$ cat src/rtl/serial_adder_pkg.sv
// Shared types and defaults for the bit-serial adder and its full-adder cell.
package serial_adder_pkg;

  localparam int DEFAULT_WIDTH = 8;

  typedef enum logic [1:0] {
    IDLE  = 2'd0,
    SHIFT = 2'd1,
    DONE  = 2'd2
  } state_t;

endpackage

$ cat src/rtl/full_add.sv
// One-bit full adder cell; combinational only so it can be shared with the subtractor path.
module full_add (
  input  logic x,
  input  logic y,
  input  logic ci,
  output logic s,
  output logic co
);

  assign s  = x ^ y ^ ci;
  assign co = (x & y) | (x & ci) | (y & ci);

endmodule

$ cat src/rtl/serial_adder.sv
// Bit-serial LSB-first adder: one full-adder slice plus a carry flop, valid/ready on both sides.
module serial_adder
  import serial_adder_pkg::*;
#(
  parameter int WIDTH = DEFAULT_WIDTH
) (
  input  logic             clk,
  input  logic             rst_n,
  input  logic             in_valid,
  output logic             in_ready,
  input  logic [WIDTH-1:0] a,
  input  logic [WIDTH-1:0] b,
  input  logic             cin,
  output logic             out_valid,
  input  logic             out_ready,
  output logic [WIDTH-1:0] sum,
  output logic             cout,
  output logic             busy
);

  localparam int CNT_W = (WIDTH > 1) ? $clog2(WIDTH) : 1;
  localparam logic [CNT_W-1:0] LAST = CNT_W'(WIDTH - 1);

  state_t           state;
  state_t           state_nxt;
  logic [WIDTH-1:0] a_sh;
  logic [WIDTH-1:0] b_sh;
  logic [WIDTH-2:0] sum_sh;
  logic [WIDTH-1:0] sum_nxt;
  logic             carry;
  logic [CNT_W-1:0] cnt;
  logic             bit_s;
  logic             bit_c;

  full_add u_slice (
    .x  (a_sh[0]),
    .y  (b_sh[0]),
    .ci (carry),
    .s  (bit_s),
    .co (bit_c)
  );

  // sum_sh keeps only the upper WIDTH-1 partial bits; the new bit enters at the top
  assign sum_nxt = {bit_s, sum_sh};

  assign in_ready  = rst_n & (state == IDLE);
  assign out_valid = (state == DONE);
  assign busy      = (state != IDLE);

  always_ff @(posedge clk or negedge rst_n) begin
    if (!rst_n) state <= IDLE;
    else        state <= state_nxt;
  end

  always_comb begin
    state_nxt = state;
    case (state)
      IDLE:    if (in_valid && in_ready) state_nxt = SHIFT;
      SHIFT:   if (cnt == LAST)          state_nxt = DONE;
      DONE:    if (out_ready)            state_nxt = IDLE;
      default:                           state_nxt = IDLE;
    endcase
  end

  always_ff @(posedge clk or negedge rst_n) begin
    if (!rst_n) begin
      a_sh   <= '0;
      b_sh   <= '0;
      sum_sh <= '0;
      carry  <= 1'b0;
      cnt    <= '0;
      sum    <= '0;
      cout   <= 1'b0;
    end else begin
      case (state)
        IDLE: begin
          if (in_valid && in_ready) begin
            a_sh  <= a;
            b_sh  <= b;
            carry <= cin;
            cnt   <= '0;
          end
        end
        SHIFT: begin
          a_sh   <= a_sh >> 1;
          b_sh   <= b_sh >> 1;
          sum_sh <= sum_nxt[WIDTH-1:1];
          carry  <= bit_c;
          // counter holds at LAST; it is only rewound by the next IDLE load
          if (cnt == LAST) begin
            sum  <= sum_nxt;
            cout <= bit_c;
          end else begin
            cnt <= cnt + CNT_W'(1);
          end
        end
        default: ;
      endcase
    end
  end

endmodule

$ cat config.mk
export PLATFORM = sky130hd
export DESIGN_NAME = serial_adder
export DESIGN_NICKNAME = d
export VERILOG_FILES = /design/src/rtl/serial_adder_pkg.sv /design/src/rtl/full_add.sv /design/src/rtl/serial_adder.sv
export SDC_FILE = /design/constraint.sdc
export NUM_CORES = 1
export LEC_CHECK = 0
export CORE_UTILIZATION = 31
export DETAILED_ROUTE_END_ITERATION = 10
export PLACE_DENSITY = 0.64
export SKIP_CTS_REPAIR_TIMING = 1
export SLEW_MARGIN = 20
export SYNTH_ARGS = -nofsm -noshare
export SYNTH_HDL_FRONTEND = slang
export SYNTH_SLANG_ARGS = --single-unit
$ cat constraint.sdc
create_clock -name clk -period 4.36 [get_ports clk]
set_input_delay 0.654 -clock clk [delete_from_list [all_inputs] [get_ports clk]]
set_output_delay 0.654 -clock clk [all_outputs]
set_load 0.02 [all_outputs]
==> results of run 1 <==
synth_stat cells, types with 3 or more instances:
library cell,instances
sky130_fd_sc_hd__mux2_2,6
sky130_fd_sc_hd__nor2_1,16
sky130_fd_sc_hd__clkbuf_1,3
sky130_fd_sc_hd__mux2_1,10
sky130_fd_sc_hd__dfrtp_1,38
sky130_fd_sc_hd__mux2i_1,15
sky130_fd_sc_hd__a21oi_1,15
sky130_fd_sc_hd__nand2_1,4
sky130_fd_sc_hd__inv_1,3
where the power goes:
group / switching [W] / leakage [nW] / internal [W]
Sequential: 0.0000999 / 0.439 / 0.000522
Clock: 0.000120 / 0.0714 / 0.000244
Combinational: 0.000311 / 0.377 / 0.000321
Total: 0.000531 / 0.888 / 0.00109
critical path, stage by stage:
cell	delay [ps]
sky130_fd_sc_hd__buf_2	70
sky130_fd_sc_hd__buf_4	410
sky130_fd_sc_hd__inv_1	80
sky130_fd_sc_hd__nor2_1	110
sky130_fd_sc_hd__clkdlybuf4s50_1	600
cell families after synthesis:
kind of cell	share of synthesized area, %
AOI/OAI and AO/OA	6.54
DFF	57.8
buffers and inverters	3.50
and+or+nand+nor	8.37
adders and majority gates	2.74
muxes	21.0
path summary, 6_finish.rpt:
kind	endpoint	slack (ps)	depth (start not counted)
hold reg to reg	sum[2]	490	1
max in group asynchronous	cout	3600	2
setup reg to reg	sum_sh[0]	2570	3
setup / recovery	in_ready	1760	5
min in group clk	sum[2]	490	1
hold / removal	b_sh[2]	410	2
cells in the final DEF, fill, tap and decap left out:
cell                              instances
sky130_fd_sc_hd__clkdlybuf4s50_1         31
sky130_fd_sc_hd__nor2_1                  16
sky130_fd_sc_hd__ha_1                     2
sky130_fd_sc_hd__buf_4                    2
sky130_fd_sc_hd__inv_1                    3
sky130_fd_sc_hd__dfrtp_1                 38
sky130_fd_sc_hd__o21ai_1                  2
sky130_fd_sc_hd__a22o_1                   2
sky130_fd_sc_hd__and4bb_2                 1
sky130_fd_sc_hd__a21oi_1                 15
sky130_fd_sc_hd__o21ai_0                  1
sky130_fd_sc_hd__mux2i_1                 15
sky130_fd_sc_hd__nor3b_2                  1
sky130_fd_sc_hd__mux2_2                   6
sky130_fd_sc_hd__bufinv_16                2
sky130_fd_sc_hd__nand2b_1                 2
sky130_fd_sc_hd__fa_1                     1
sky130_fd_sc_hd__buf_2                    1
sky130_fd_sc_hd__mux2_4                   1
sky130_fd_sc_hd__or2_2                    1
sky130_fd_sc_hd__nor2_4                   1
sky130_fd_sc_hd__nand3b_1                 1
sky130_fd_sc_hd__mux2_1                  10
sky130_fd_sc_hd__clkbuf_8                 6
sky130_fd_sc_hd__nand2_1                  4
layer usage:
metal | vias up | GRT usage (%) | wire length (um)
li1 | 514 | - | -
met3 | 10 | 4.02 | 137
met1 | 504 | 16.4 | 1390
met5 | - | 0 | 0
met2 | 32 | 18.8 | 1380
met4 | 0 | 6.29 | 76
stage by stage:
stage | setup WS [ps] | std cells | hold slack, ps | utilization (%) | instance area, sq um
final | 1760 | 235 | 405 | 42.3 | 2160
after global routing | 1590 | 235 | 446 | 42.3 | 2160
after CTS | 1720 | 235 | 424 | 42.3 | 2160
after detailed placement | 1720 | 227 | 484 | 39.5 | 2020
after global placement | 1740 | 227 | 466 | 39.5 | 2020
after floorplan | 2650 | 130 | 358 | - | 1640
state kept, by name (all words and copies together) (netlist names):
signal,cells
a_sh,8
b_sh,8
sum,8
sum_sh,7
cnt,3
state,2
carry,1
cout,1
area by class of cell:
| cell class | count | area (sq um) |
|---|---|---|
| clock buffer | 6 | 82.6 |
| clock inverter | 2 | 60.1 |
| fill | 494 | 2950 |
| inverter | 3 | 11.3 |
| multi-input combinational | 82 | 636 |
| sequential | 38 | 951 |
| tap | 70 | 87.6 |
| timing repair buffer | 34 | 330 |
==> impl_results.html, run 1 <==
<table>
<tr><th>Metric</th><th>Value</th></tr>
<tr><th colspan="2">CTS</th></tr>
<tr><td>Sink Count</td><td>38</td></tr>
<tr><td>Clock Pin Slew Worst Setup and Hold Paths</td><td>80 ps</td></tr>
<tr><td>Clock buffers created by TritonCTS</td><td>5</td></tr>
<tr><td>CTS H-tree depth</td><td>2</td></tr>
<tr><td>TritonCTS clock tree</td><td>yes</td></tr>
<tr><td>Master cell of the clock root buffer</td><td>sky130_fd_sc_hd__clkbuf_8</td></tr>
<tr><td>Insertion delay to the later sink of the worst-skew pair</td><td>290 ps</td></tr>
<tr><td>Buffer levels on the longest clock path</td><td>2</td></tr>
<tr><th colspan="2">Critical path</th></tr>
<tr><td>Worst setup path category</td><td>in -&gt; out</td></tr>
<tr><td>CP Data Arrival Time</td><td>1940 ps</td></tr>
<tr><td>Endpoint required time on the critical path</td><td>~3700 ps</td></tr>
<tr><td>Crit. Startpoint</td><td>rst_n</td></tr>
<tr><td>Capturing element type of the critical path</td><td>primary output</td></tr>
<tr><td>Highest net fanout along the worst path</td><td>40</td></tr>
<tr><td>Start of the worst register-to-register path</td><td>state[1]</td></tr>
<tr><td>Crit start category</td><td>input pin</td></tr>
<tr><th colspan="2">Pwr</th></tr>
<tr><td>Overall Power</td><td>roughly 0.0016 W</td></tr>
<tr><td>Lkg Pwr</td><td>0.888 nW</td></tr>
<tr><td>VDD IR-drop max</td><td>0.000346 V</td></tr>
<tr><td>Ratio of total power to cell area</td><td>750 mW/mm^2</td></tr>
<tr><th colspan="2">Global route</th></tr>
<tr><td>Overall global routing resource usage</td><td>12.5%</td></tr>
<tr><td>Vias in the first global route</td><td>1127</td></tr>
<tr><td>Pin count of the biggest net entering global routing</td><td>between 40 and 50</td></tr>
<tr><td>Initial antenna violation count</td><td>0</td></tr>
<tr><td>Leftover overflow at the end of global routing</td><td>0</td></tr>
<tr><td>Global-route wire length before repair</td><td>5.20 mm</td></tr>
<tr><th colspan="2">Drt</th></tr>
<tr><td>Routed vias</td><td>about 1100</td></tr>
<tr><td>Detail-routed via count per cell</td><td>4.51</td></tr>
<tr><td>Detailed-router iteration count before antenna repair</td><td>4</td></tr>
<tr><td>Number of design-rule violations left by the first detailed-router iteration</td><td>36</td></tr>
<tr><td>Number of remaining DRC errors</td><td>0</td></tr>
<tr><td>Post-route antenna net violation count</td><td>0</td></tr>
<tr><td>Drt wl/cell</td><td>12.7 um</td></tr>
<tr><td>Detailed Route WL</td><td>2.98 mm</td></tr>
<tr><th colspan="2">Placed design</th></tr>
<tr><td>Number of buffers added on ports</td><td>32</td></tr>
<tr><td>Final weighted congestion of routability-driven global placement</td><td>0.747</td></tr>
<tr><td>Post-DP HPWL</td><td>2.19 mm</td></tr>
<tr><th colspan="2">Layout</th></tr>
<tr><td>Number of nets in the final layout</td><td>188</td></tr>
<tr><td>Share of final-layout standard cells stronger than drive strength 1</td><td>a little over an eighth</td></tr>
<tr><td>Inserted Diodes</td><td>0</td></tr>
<tr><td>Post-synthesis to final-layout area growth</td><td>31.3%</td></tr>
<tr><th colspan="2">Logic synthesis</th></tr>
<tr><td>Register area share after synthesis</td><td>57.8%</td></tr>
<tr><td>Top FF cell, synth</td><td>sky130_fd_sc_hd__dfrtp_1</td></tr>
<tr><td>Dominant cells by area after synthesis</td><td>sky130_fd_sc_hd__dfrtp_1 58%, sky130_fd_sc_hd__mux2i_1 9.1%, sky130_fd_sc_hd__mux2_1 6.8%</td></tr>
<tr><td>Post-synthesis area per instance</td><td>12.6 sq um</td></tr>
<tr><td>Mapped Cells</td><td>130</td></tr>
<tr><td>Fraction of synthesis flops using an asynchronous set or reset pin</td><td>100%</td></tr>
<tr><td>Area of the mapped netlist</td><td>0.00164 sq mm</td></tr>
<tr><td>Area leader, netlist</td><td>sky130_fd_sc_hd__dfrtp_1</td></tr>
<tr><td>Distinct cell type count of the synthesized netlist</td><td>24</td></tr>
<tr><td>Flops &amp; latches, synth</td><td>38</td></tr>
<tr><td>Synthesized net count</td><td>154</td></tr>
<tr><td>Number of enable-type register cells in the synthesized netlist</td><td>0</td></tr>
<tr><td>Top-area cell type share of the netlist area</td><td>57.8%</td></tr>
<tr><td>Number of warnings printed during yosys synthesis</td><td>0</td></tr>
<tr><th colspan="2">Timing</th></tr>
<tr><td>Measured slew at the worst slew-check pin</td><td>roughly 640 ps</td></tr>
<tr><td>Hold Fails Final Rpt</td><td>0</td></tr>
<tr><td>Max Fclk</td><td>385 MHz</td></tr>
<tr><td>Final setup fails</td><td>0</td></tr>
<tr><td>Minimum clock period after layout</td><td>about 2600 ps</td></tr>
<tr><td>Count of final max-slew check failures</td><td>0</td></tr>
<tr><td>Portion of the clock cycle consumed by the worst path in the final layout</td><td>59.6%</td></tr>
<tr><td>Worst clock skew on the final layout</td><td>9.84 ps</td></tr>
<tr><td>Setup TNS</td><td>0 ps</td></tr>
<tr><td>Worst slew margin relative to its limit</td><td>slightly below 60%</td></tr>
<tr><td>Unrepaired setup endpoints after global routing</td><td>no</td></tr>
<tr><th colspan="2">Floorplanning</th></tr>
<tr><td>Total number of placement rows</td><td>26</td></tr>
<tr><td>Floorplan core area</td><td>about 0.0051 sq mm</td></tr>
<tr><td>I/O Pins</td><td>33</td></tr>
<tr><td>Initial core utilization</td><td>between 30% and 40%</td></tr>
<tr><td>Die Span Y</td><td>74.8 um</td></tr>
<tr><td>Die W</td><td>about 75 um</td></tr>
<tr><td>Die Area</td><td>0.00560 sq mm</td></tr>
<tr><th colspan="2">Status</th></tr>
<tr><td>Run status</td><td>finished clean</td></tr>
<tr><th colspan="2">Job</th></tr>
<tr><td>Max-Cap Viols</td><td>0</td></tr>
<tr><th colspan="2">Hold path</th></tr>
<tr><td>Worst hold path type</td><td>in -&gt; async</td></tr>
</table>
No activity file was read; power rests on OpenSTA's default activity.
==> run 2: changes to the inputs <==
--- a/config.mk
+++ b/config.mk
@@ -7,7 +7,7 @@
 export LEC_CHECK = 0
 export CORE_UTILIZATION = 31
 export DETAILED_ROUTE_END_ITERATION = 10
-export PLACE_DENSITY = 0.64
+export PLACE_DENSITY = 0.66
 export SKIP_CTS_REPAIR_TIMING = 1
 export SLEW_MARGIN = 20
 export SYNTH_ARGS = -nofsm -noshare
==> constraint.sdc (replaced) <==
create_clock -name clk -period 2.1 [get_ports clk]
set_input_delay 0.315 -clock clk [delete_from_list [all_inputs] [get_ports clk]]
set_output_delay 0.315 -clock clk [all_outputs]
set_load 0.02 [all_outputs]
==> impl_results.html, run 2 (synthesis results as in run 1) <==
<table>
<tr><th>Metric</th><th>Value</th></tr>
<tr><th colspan="2">Drt</th></tr>
<tr><td>Detail-routed via count per cell</td><td>4.44 (-1.5%)</td></tr>
<tr><td>Number of design-rule violations left by the first detailed-router iteration</td><td>34 (-5.6%)</td></tr>
<tr><td>Routed vias</td><td>1049 (-1.0%)</td></tr>
<tr><td>Number of remaining DRC errors</td><td>0 (unchanged)</td></tr>
<tr><td>Detailed Route WL</td><td>2.90 mm (-2.7%)</td></tr>
<tr><td>Post-route antenna net violation count</td><td>0 (unchanged)</td></tr>
<tr><td>Drt wl/cell</td><td>12.3 um (-3.1%)</td></tr>
<tr><td>Detailed-router iteration count before antenna repair</td><td>4 (unchanged)</td></tr>
<tr><th colspan="2">Critical path</th></tr>
<tr><td>Cell count along the critical path</td><td>2 (-3)</td></tr>
<tr><td>Capturing element type of the critical path</td><td>primary output</td></tr>
<tr><td>Cell breakdown of the critical path</td><td>or2_2, clkdlybuf4s50_1</td></tr>
<tr><td>Total buffers and inverters traversed by the critical path</td><td>1 (-3)</td></tr>
<tr><td>FF-to-FF path depth</td><td>4 (+1)</td></tr>
<tr><td>Critical path's largest stage delay</td><td>550 ps (-50 ps)</td></tr>
<tr><td>Crit Reg-Reg Endpoint</td><td>sum[7]</td></tr>
<tr><td>CP Data Arrival Time</td><td>1570 ps (-370 ps)</td></tr>
<tr><td>Worst setup path category</td><td>reg -&gt; out</td></tr>
<tr><td>Start of the worst register-to-register path</td><td>cnt[0]</td></tr>
<tr><td>Setup slack of the worst register-to-register path</td><td>360 ps (-2210 ps)</td></tr>
<tr><td>Family with the most delay on the worst path</td><td>buffers and inverters</td></tr>
<tr><td>Crit. Startpoint</td><td>state[0]</td></tr>
<tr><td>Highest net fanout along the worst path</td><td>6 (-85%)</td></tr>
<tr><td>Timing endpoint of the critical path</td><td>busy</td></tr>
<tr><td>Crit start category</td><td>flip-flop</td></tr>
<tr><td>Endpoint required time on the critical path</td><td>1780 ps (-1930 ps)</td></tr>
<tr><td>Master of the slowest instance on the critical path</td><td>sky130_fd_sc_hd__clkdlybuf4s50_1</td></tr>
<tr><th colspan="2">Floorplanning</th></tr>
<tr><td>Die Area</td><td>0.00560 sq mm (unchanged)</td></tr>
<tr><td>Floorplan core area</td><td>0.00511 sq mm (unchanged)</td></tr>
<tr><td>Die W</td><td>74.8 um (unchanged)</td></tr>
<tr><td>Total number of placement rows</td><td>26 (unchanged)</td></tr>
<tr><td>Initial core utilization</td><td>32.2% (unchanged)</td></tr>
<tr><td>Die Span Y</td><td>74.8 um (unchanged)</td></tr>
<tr><td>I/O Pins</td><td>33 (unchanged)</td></tr>
<tr><th colspan="2">Pwr</th></tr>
<tr><td>Lkg Pwr</td><td>0.911 nW (+2.6%)</td></tr>
<tr><td>VDD IR-drop max</td><td>0.000574 V (+66%)</td></tr>
<tr><td>Ratio of total power to cell area</td><td>1540 mW/mm^2 (+110%)</td></tr>
<tr><td>Overall Power</td><td>0.00335 W (+110%)</td></tr>
<tr><th colspan="2">Timing</th></tr>
<tr><td>Count of final max-slew check failures</td><td>0 (unchanged)</td></tr>
<tr><td>Measured slew at the worst slew-check pin</td><td>530 ps (-105 ps)</td></tr>
<tr><td>Worst clock skew on the final layout</td><td>4.99 ps (-4.85 ps)</td></tr>
<tr><td>Hold Fails Final Rpt</td><td>0 (unchanged)</td></tr>
<tr><td>Portion of the clock cycle consumed by the worst path in the final layout</td><td>89.7%</td></tr>
<tr><td>Worst-case setup margin in the final layout</td><td>216 ps (-1550 ps)</td></tr>
<tr><td>Minimum clock period after layout</td><td>1880 ps</td></tr>
<tr><td>Unrepaired setup endpoints after global routing</td><td>no</td></tr>
<tr><td>Setup TNS</td><td>0 ps (unchanged)</td></tr>
<tr><td>Worst slew margin relative to its limit</td><td>64.6% (+6.9 points)</td></tr>
<tr><td>Max Fclk</td><td>531 MHz</td></tr>
<tr><td>Final setup fails</td><td>0 (unchanged)</td></tr>
<tr><th colspan="2">Status</th></tr>
<tr><td>Run status</td><td>finished clean</td></tr>
<tr><th colspan="2">Layout</th></tr>
<tr><td>Most common cell after layout, fill and taps aside</td><td>sky130_fd_sc_hd__dfrtp_1</td></tr>
<tr><td>Share of final-layout standard cells stronger than drive strength 1</td><td>13.9% (+0.52 points)</td></tr>
<tr><td>Post-synthesis to final-layout area growth</td><td>32.6%</td></tr>
<tr><td>Largest registers ranked by flip-flop count</td><td>a_sh x8, b_sh x8, sum x8</td></tr>
<tr><td>Most frequent cells in the layout</td><td>38 x sky130_fd_sc_hd__dfrtp_1, 30 x sky130_fd_sc_hd__clkdlybuf4s50_1, 16 x sky130_fd_sc_hd__nor2_1</td></tr>
<tr><td>Number of nets in the final layout</td><td>189 (+0.53%)</td></tr>
<tr><td>Inserted Diodes</td><td>0 (unchanged)</td></tr>
<tr><th colspan="2">Global route</th></tr>
<tr><td>Vias in the first global route</td><td>1091 (-3.2%)</td></tr>
<tr><td>Leftover overflow at the end of global routing</td><td>0 (unchanged)</td></tr>
<tr><td>Met2 GRT Util</td><td>18.7% (-0.10 points)</td></tr>
<tr><td>Pin count of the biggest net entering global routing</td><td>39 (-4.9%)</td></tr>
<tr><td>Gr busiest metal</td><td>met2</td></tr>
<tr><td>Met3 routing resource usage after global routing</td><td>5.09% (+1.1 points)</td></tr>
<tr><td>Overall global routing resource usage</td><td>11.9% (-0.64 points)</td></tr>
<tr><td>Global-route wire length before repair</td><td>4.91 mm (-5.6%)</td></tr>
<tr><td>Met1 usage in global routing</td><td>14.9% (-1.5 points)</td></tr>
<tr><td>Initial antenna violation count</td><td>0 (unchanged)</td></tr>
<tr><th colspan="2">CTS</th></tr>
<tr><td>CTS H-tree depth</td><td>2 (unchanged)</td></tr>
<tr><td>Clock buffers created by TritonCTS</td><td>5 (unchanged)</td></tr>
<tr><td>Clock Pin Slew Worst Setup and Hold Paths</td><td>80 ps (about the same)</td></tr>
<tr><td>Buffer levels on the longest clock path</td><td>2 (unchanged)</td></tr>
<tr><td>Insertion delay to the later sink of the worst-skew pair</td><td>290 ps (about the same)</td></tr>
<tr><td>Sink Count</td><td>38 (unchanged)</td></tr>
<tr><td>Master cell of the clock root buffer</td><td>sky130_fd_sc_hd__clkbuf_8</td></tr>
<tr><td>TritonCTS clock tree</td><td>yes</td></tr>
<tr><th colspan="2">Hold path</th></tr>
<tr><td>Worst hold path type</td><td>in -&gt; async</td></tr>
<tr><th colspan="2">Placed design</th></tr>
<tr><td>Final weighted congestion of routability-driven global placement</td><td>0.704 (-5.8%)</td></tr>
<tr><td>Worst setup slack before clock tree synthesis</td><td>366 ps (-1350 ps)</td></tr>
<tr><td>Post-DP HPWL</td><td>2.06 mm (-6.0%)</td></tr>
<tr><td>Number of buffers added on ports</td><td>32 (unchanged)</td></tr>
<tr><th colspan="2">Job</th></tr>
<tr><td>Max-Cap Viols</td><td>0 (unchanged)</td></tr>
</table>
## run 2: changes by cell type in the layout (fill, tap and decap cells not counted)
cell	change
sky130_fd_sc_hd__clkdlybuf4s50_1	-1
sky130_fd_sc_hd__dlymetal6s2s_1	+1
sky130_fd_sc_hd__buf_12	+1
## run 2: cell type report
type	count	area, sq um
flip-flops and latches	38	951
repair buffers	35	353
fillers	499	2930
inverters	3	11.3
clock inverters	2	60.1
multi-input cells	82	636
well taps	70	87.6
clock buffers	6	82.6
## run 2: worst min-delay path by stage
stage,startpoint,end,slack [ps],depth (start not counted)
floorplan,rst_n,a_sh[0],20,0
global placement,rst_n,b_sh[5],430,2
detailed placement,rst_n,state[0],450,2
CTS,rst_n,cnt[1],120,2
global route,rst_n,state[0],160,2
finish,rst_n,state[0],110,2
## run 2: layer usage
| metal | vias to the layer above | part of all wire (%) | wire [um] |
|---|---|---|---|
| met5 | - | 0 | 0 |
| met4 | 0 | 1.2 | 35 |
| met3 | 5 | 5.2 | 152 |
| met2 | 26 | 48 | 1390 |
| met1 | 501 | 46 | 1320 |
| li1 | 517 | - | - |
## run 2: metrics by stage
stage / std cells / hold WS (ps) / instance area (sq um) / util [%]
2_1_floorplan: 130 / 19.4 / 1640 / -
3_3_place_gp: 228 / 434 / 2040 / 39.9
3_5_place_dp: 228 / 446 / 2040 / 39.9
4_1_cts: 236 / 123 / 2180 / 42.7
5_1_grt: 236 / 159 / 2180 / 42.7
6_report: 236 / 106 / 2180 / 42.7
## run 2: where the power goes
group	internal, W	total [W]	switching [W]	leakage, nW
clock network	0.000507	0.000766	0.000260	0.0714
logic	0.000671	0.00130	0.000631	0.400
registers	0.00108	0.00128	0.000201	0.439
